File: src/rtl/acq_scheduler.sv
// Acquisition scheduler: sweeps PRNs x Doppler bins through the correlator
// engine, keeps the strongest peak per PRN and reports detections.
module acq_scheduler #(
    parameter int unsigned DOPP_MAX  = 5000,
    parameter int unsigned DOPP_STEP = 500,
    parameter int unsigned PEAK_W    = 32,
    parameter int unsigned PHASE_W   = 11
) (
    input  logic               clk,
    input  logic               reset,
    input  logic               start_i,
    input  logic [31:0]        sat_mask_i,
    input  logic [PEAK_W-1:0]  threshold_i,
    output logic               eng_start_o,
    output logic [4:0]         eng_prn_o,
    output logic [15:0]        eng_doppler_o,
    input  logic               eng_done_i,
    input  logic [PEAK_W-1:0]  eng_peak_i,
    input  logic [PHASE_W-1:0] eng_phase_i,
    output logic               busy_o,
    output logic               done_o,
    output logic [31:0]        detectedSAT,
    output logic               res_valid_o,
    output logic [4:0]         res_prn_o,
    output logic [15:0]        res_doppler_o,
    output logic [PHASE_W-1:0] res_phase_o
);

    localparam int unsigned DOPP_W = 16;
    localparam int unsigned PRN_W  = 5;

    localparam logic signed [DOPP_W-1:0] DMAX  = DOPP_W'(DOPP_MAX);
    localparam logic signed [DOPP_W-1:0] DSTEP = DOPP_W'(DOPP_STEP);
    localparam logic signed [DOPP_W-1:0] DMIN  = -DMAX;
    localparam logic [PRN_W-1:0]         PRN_LAST = PRN_W'(31);

    typedef enum logic [2:0] {
        IDLE,
        SCAN,
        ISSUE,
        WAIT,
        NEXT_BIN,
        DECIDE,
        NEXT_PRN,
        FINISH
    } state_e;

    state_e                    state_q, state_d;
    logic [31:0]               mask_q, mask_d;
    logic [PEAK_W-1:0]         thr_q, thr_d;
    logic [31:0]               acc_q, acc_d;
    logic [PRN_W-1:0]          prn_q, prn_d;
    logic signed [DOPP_W-1:0]  dopp_q, dopp_d;
    logic [PEAK_W-1:0]         best_peak_q, best_peak_d;
    logic signed [DOPP_W-1:0]  best_dopp_q, best_dopp_d;
    logic [PHASE_W-1:0]        best_phase_q, best_phase_d;

    logic                      eng_start_q, eng_start_d;
    logic [PRN_W-1:0]          eng_prn_q, eng_prn_d;
    logic signed [DOPP_W-1:0]  eng_dopp_q, eng_dopp_d;
    logic                      busy_q, busy_d;
    logic                      done_q, done_d;
    logic [31:0]               det_q, det_d;
    logic                      res_valid_q, res_valid_d;
    logic [PRN_W-1:0]          res_prn_q, res_prn_d;
    logic signed [DOPP_W-1:0]  res_dopp_q, res_dopp_d;
    logic [PHASE_W-1:0]        res_phase_q, res_phase_d;

    // Next-state and registered-output computation for the search sequence.
    always_comb begin
        state_d      = state_q;
        mask_d       = mask_q;
        thr_d        = thr_q;
        acc_d        = acc_q;
        prn_d        = prn_q;
        dopp_d       = dopp_q;
        best_peak_d  = best_peak_q;
        best_dopp_d  = best_dopp_q;
        best_phase_d = best_phase_q;
        eng_start_d  = 1'b0;
        eng_prn_d    = eng_prn_q;
        eng_dopp_d   = eng_dopp_q;
        busy_d       = busy_q;
        done_d       = 1'b0;
        det_d        = det_q;
        res_valid_d  = 1'b0;
        res_prn_d    = res_prn_q;
        res_dopp_d   = res_dopp_q;
        res_phase_d  = res_phase_q;

        unique case (state_q)
            IDLE: begin
                if (start_i) begin
                    mask_d  = sat_mask_i;
                    thr_d   = threshold_i;
                    acc_d   = '0;
                    prn_d   = '0;
                    busy_d  = 1'b1;
                    state_d = SCAN;
                end
            end
            SCAN: begin
                if (!mask_q[prn_q]) begin
                    state_d = NEXT_PRN;
                end else begin
                    dopp_d       = DMIN;
                    best_peak_d  = '0;
                    best_dopp_d  = DMIN;
                    best_phase_d = '0;
                    state_d      = ISSUE;
                end
            end
            ISSUE: begin
                eng_start_d = 1'b1;
                eng_prn_d   = prn_q;
                eng_dopp_d  = dopp_q;
                state_d     = WAIT;
            end
            WAIT: begin
                if (eng_done_i) begin
                    // Strict compare: on ties the earlier (lower) bin wins.
                    if (eng_peak_i > best_peak_q) begin
                        best_peak_d  = eng_peak_i;
                        best_dopp_d  = dopp_q;
                        best_phase_d = eng_phase_i;
                    end
                    state_d = NEXT_BIN;
                end
            end
            NEXT_BIN: begin
                if (dopp_q == DMAX) begin
                    state_d = DECIDE;
                end else begin
                    dopp_d  = dopp_q + DSTEP;
                    state_d = ISSUE;
                end
            end
            DECIDE: begin
                if (best_peak_q >= thr_q) begin
                    acc_d[prn_q] = 1'b1;
                    res_valid_d  = 1'b1;
                    res_prn_d    = prn_q;
                    res_dopp_d   = best_dopp_q;
                    res_phase_d  = best_phase_q;
                end
                state_d = NEXT_PRN;
            end
            NEXT_PRN: begin
                if (prn_q == PRN_LAST) begin
                    state_d = FINISH;
                end else begin
                    prn_d   = prn_q + PRN_W'(1);
                    state_d = SCAN;
                end
            end
            FINISH: begin
                det_d   = acc_q;
                done_d  = 1'b1;
                busy_d  = 1'b0;
                state_d = IDLE;
            end
            default: state_d = IDLE;
        endcase
    end

    // State and output registers; reset aborts any search in progress.
    always_ff @(posedge clk or negedge reset) begin
        if (!reset) begin
            state_q      <= IDLE;
            mask_q       <= '0;
            thr_q        <= '0;
            acc_q        <= '0;
            prn_q        <= '0;
            dopp_q       <= '0;
            best_peak_q  <= '0;
            best_dopp_q  <= '0;
            best_phase_q <= '0;
            eng_start_q  <= 1'b0;
            eng_prn_q    <= '0;
            eng_dopp_q   <= '0;
            busy_q       <= 1'b0;
            done_q       <= 1'b0;
            det_q        <= '0;
            res_valid_q  <= 1'b0;
            res_prn_q    <= '0;
            res_dopp_q   <= '0;
            res_phase_q  <= '0;
        end else begin
            state_q      <= state_d;
            mask_q       <= mask_d;
            thr_q        <= thr_d;
            acc_q        <= acc_d;
            prn_q        <= prn_d;
            dopp_q       <= dopp_d;
            best_peak_q  <= best_peak_d;
            best_dopp_q  <= best_dopp_d;
            best_phase_q <= best_phase_d;
            eng_start_q  <= eng_start_d;
            eng_prn_q    <= eng_prn_d;
            eng_dopp_q   <= eng_dopp_d;
            busy_q       <= busy_d;
            done_q       <= done_d;
            det_q        <= det_d;
            res_valid_q  <= res_valid_d;
            res_prn_q    <= res_prn_d;
            res_dopp_q   <= res_dopp_d;
            res_phase_q  <= res_phase_d;
        end
    end

    assign eng_start_o   = eng_start_q;
    assign eng_prn_o     = eng_prn_q;
    assign eng_doppler_o = eng_dopp_q;
    assign busy_o        = busy_q;
    assign done_o        = done_q;
    assign detectedSAT   = det_q;
    assign res_valid_o   = res_valid_q;
    assign res_prn_o     = res_prn_q;
    assign res_doppler_o = res_dopp_q;
    assign res_phase_o   = res_phase_q;

endmodule

File: config.mk
export PLATFORM = sky130hd
export DESIGN_NAME = acq_scheduler
export DESIGN_NICKNAME = d
export VERILOG_FILES = /design/src/rtl/acq_scheduler.sv
export SDC_FILE = /design/constraint.sdc
export NUM_CORES = 1
export LEC_CHECK = 0
export ABC_CLOCK_PERIOD_IN_PS = 4600
export BUFFER_PORTS_ARGS = -buffer_cell sky130_fd_sc_hd__buf_4
export CAP_MARGIN = 10
export CORE_MARGIN = 5
export CORE_UTILIZATION = 61
export DETAILED_ROUTE_END_ITERATION = 6
export GPL_ROUTABILITY_DRIVEN = 0
export PLACE_DENSITY = 0.85
export SLEW_MARGIN = 0
export SYNTH_ARGS = -nofsm -noshare
export SYNTH_HDL_FRONTEND = slang
export SYNTH_SLANG_ARGS = --single-unit
File: constraint.sdc
create_clock -name clk -period 4.6 [get_ports clk]
set_clock_uncertainty 0.05 [all_clocks]
set_input_delay 0.92 -clock clk [delete_from_list [all_inputs] [get_ports clk]]
set_output_delay 0.92 -clock clk [all_outputs]
set_load 0.05 [all_outputs]
==> flow_metrics.py <==
metrics = {
    "status": {
        "status": "complete, no violations",
    },
    "clocking": {
        "clock-sinks": 262,
        "htree_levels": 1,
        "cts-buffers-inserted": 27,
        "cts_setup_buffers": 0,
        "cts.clk_slew.worst_paths_ns": 0.06,
        "cts_resized": 0,
        "cts_tree": "done",
        "insertion_delay_ns": 0.53,
        "cts_root_buf": "clkbuf_16",
        "clk_path_buf_depth": 3,
        "hold_buffers": 0,
    },
    "layout": {
        "layout_common_cells": "nand2_1 (289), dfrtp_1 (262), buf_4 (208)",
        "final_nets": 1569,
        "layout_commonest_cell": "nand2_1",
        "design_area_um2": 15100,
        "n_antenna_cell": 0,
        "layout-drive-gt1-share_pct": 23.6,
        "syn_to_final_growth_pct": 20.1,
        "fin_cells": 1677,
    },
    "placed_design": {
        "port_buffers": 197,
        "placedInstanceArea_um2": 14200,
        "dp_hpwl_mm": 21.9,
        "dp_cells": 1627,
    },
    "sta": {
        "rsz0062_at_grt": "false",
        "timing.final.crit_period_ns": 3.54,
        "hold_violations": 0,
        "slew_headroom_pct": 22.7,
        "setup_violations": 0,
        "tightest_slew_ns": 1.16,
        "max_freq_mhz": 282,
        "setup_tns_ns": 0,
        "slew_violations": 0,
        "fin_crit_sh_pct": 77.0,
    },
    "power": {
        "peakVddDrop_uv": 343,
        "power_switching_mw": 4.10,
        "p_sw_share_pct": 41.0,
        "seqPwrFrac_pct": 35.4,
        "clkPwrFrac_pct": 22.3,
        "leakage_nw": 7.47,
        "power_density_nw_per_um2": 661,
        "intPower_mw": 5.89,
        "combPwrFrac_pct": 42.3,
    },
    "global_routing": {
        "gr-total-overflow": 0,
        "grt_start_max_net_pins": 137,
        "grt_pass1_vias": 10100,
        "antenna_found_initial": 0,
        "grt_pass1_wl_mm": 51.4,
        "grt_util_all_layers_pct": 26.3,
    },
    "logic_synthesis": {
        "synthesis.area_um2": 12600,
        "synth_top_area_share_pct": 52.1,
        "synth_area_leaders": "dfrtp_1 (52%), nand2_1 (8.6%), ha_1 (7.1%), mux2_2 (5.4%), mux2i_1 (4.1%)",
        "synth_top_area_cell": "dfrtp_1",
        "syn_area_per_cell_um2": 10.3,
        "yosys_warnings": 0,
        "yosysSeqAreaShare_pct": 52.1,
        "synthCells": 1220,
        "ys_seq_elements": 262,
        "yosysUniqueCellTypes": 59,
        "synth_ff_type": "dfrtp_1",
        "synth-async-reset-ratio_pct": 100,
        "synth-edff-count": 0,
    },
    "setup_path": {
        "cp_max_fo": 16,
        "worst_setup_path_start_kind": "primary input",
        "critPathTopFamily": "compound AO/OA/AOI/OAI gates",
        "path_cells": "buf_4 > ha_1 > nand4_1 > nor4_1 > a21oi_1 > o31a_1 > o31ai_4 > buf_4 > mux2i_1",
        "cp_slowest_cell": "o31ai_4",
        "slowest_delay_ns": 0.70,
        "cp_common_cell": "buf_4",
        "critPathRequiredTime_ns": 4.99,
        "cp.arrival_ns": 3.93,
        "end_kind": "register",
        "critPathBufInv": 2,
        "criticalPathCategory": "primary input to register",
    },
    "die": {
        "row_count": 52,
        "io_pins": 200,
        "start_util_pct": 62.0,
        "die_h_um": 154,
        "core_area_um2": 20300,
        "die_x_um": 154,
        "fp.dieArea_um2": 23600,
    },
    "detailed_routing": {
        "wl_mm": 31.1,
        "drc": 0,
        "dr.pass1.iters": 5,
        "postRouteAntennaNets": 0,
        "first_iter_violations": 674,
        "vias_per_cell": 5.78,
        "via_count": 9689,
        "wl_per_cell_um": 18.5,
    },
    "run": {
        "drv_cap": 0,
    },
    "hold_path": {
        "min_path_type": "register to register",
    },
}
==> stage by stage <==
step | setup WS, ns | hold slack, ns | utilization, % | total power [mW]
floorplan | 1.47 | 0.389 | - | 6.62
global placement | 0.815 | 0.404 | 69.9 | 7.59
detailed placement | 0.552 | 0.407 | 69.9 | 7.77
CTS | 1.09 | 0.423 | 74.4 | 10.0
global route | 0.831 | 0.433 | 74.5 | 10.6
finish | 1.06 | 0.418 | 74.5 | 9.99
==> power by group through the flow <==
stage,logic (mW),clock network [mW],registers [mW]
after CTS,4.24,2.26,3.53
after floorplan,2.35,0,4.27
after global placement,4.07,0,3.53
after global routing,4.60,2.35,3.62
final,4.23,2.23,3.53
after detailed placement,4.21,0,3.56
==> synth_stat cells, types with 6 or more instances <==
library cell,number
a21o_1,11
a21oi_1,32
buf_1,7
clkbuf_1,54
dfrtp_1,262
ha_1,71
inv_1,91
mux2_2,60
mux2i_1,51
mux4_2,6
nand2_1,289
nand2b_1,13
nand3_1,14
nand4_1,18
nor2_1,26
nor3_1,6
o21ai_0,53
o22ai_1,18
o31ai_1,29
o32ai_1,16
==> worst register-to-register path, stage by stage (launching register included) <==
cell and delay (ns):
dfrtp_1 0.38, inv_1 0.08, ha_1 0.30, nand4_1 0.19
nor4_1 0.63, a21oi_1 0.20, o31a_1 0.18, o31ai_4 0.71
buf_4 0.42, mux2i_1 0.26
==> registers in the layout, summed over array words and instances, names as in the netlist, 3 cells and up <==
name           flops
acc_q             32
best_dopp_q       15
best_peak_q       32
best_phase_q      11
detectedSAT       32
dopp_q            14
eng_doppler_o     14
eng_prn_o          5
mask_q            32
prn_q              5
res_doppler_o     15
res_phase_o       11
res_prn_o          5
state_q            3
thr_q             32
==> kinds of logic (layout without fill, tap and decap cells) <==
kind of cell    after synthesis  in the layout  share of synthesized area [%]
buf+inv                     166            352                           5.74
compound gates              204            204                           10.9
fa+ha+maj                    71             71                           7.05
other cells                   1              2                         0.0298
flops                       262            262                           52.1
mux                         119            119                           10.7
xor+xnor                      2              2                          0.139
simple gates                395            395                           13.4
==> routing by layer <==
metal / wire (um) / part of all wire (%) / vias to the layer above / global-route usage [%]
li1: - / - / 4514 / -
met1: 12600 / 40 / 4784 / 34.5
met2: 15300 / 49 / 332 / 44.1
met3: 2330 / 7.5 / 59 / 5.71
met4: 834 / 2.7 / 0 / 8.12
met5: 0 / 0 / - / 0
==> area by class of cell <==
class	count	area, um2
inverter	91	342
timing repair buffer	212	1630
clock inverter	14	156
clock buffer	35	756
sequential	262	6560
multi-input combinational	793	5340
tap	270	338
fill	1412	5180
==> path summary, 6_finish.rpt <==
kind	startpoint	to	slack (ns)	cells past startpoint
worst max-delay path	eng_peak_i[30]	best_peak_q[14]	1.06	9
worst min-delay path	mask_q[17]	mask_q[17]	0.42	2
worst max register to register	best_peak_q[29]	best_peak_q[14]	1.11	9
worst min register to register	mask_q[17]	mask_q[17]	0.42	2
max in group asynchronous	reset	best_peak_q[26]	3.07	2
min in group asynchronous	reset	mask_q[4]	0.44	1
Power figures use the tool's default switching activity.
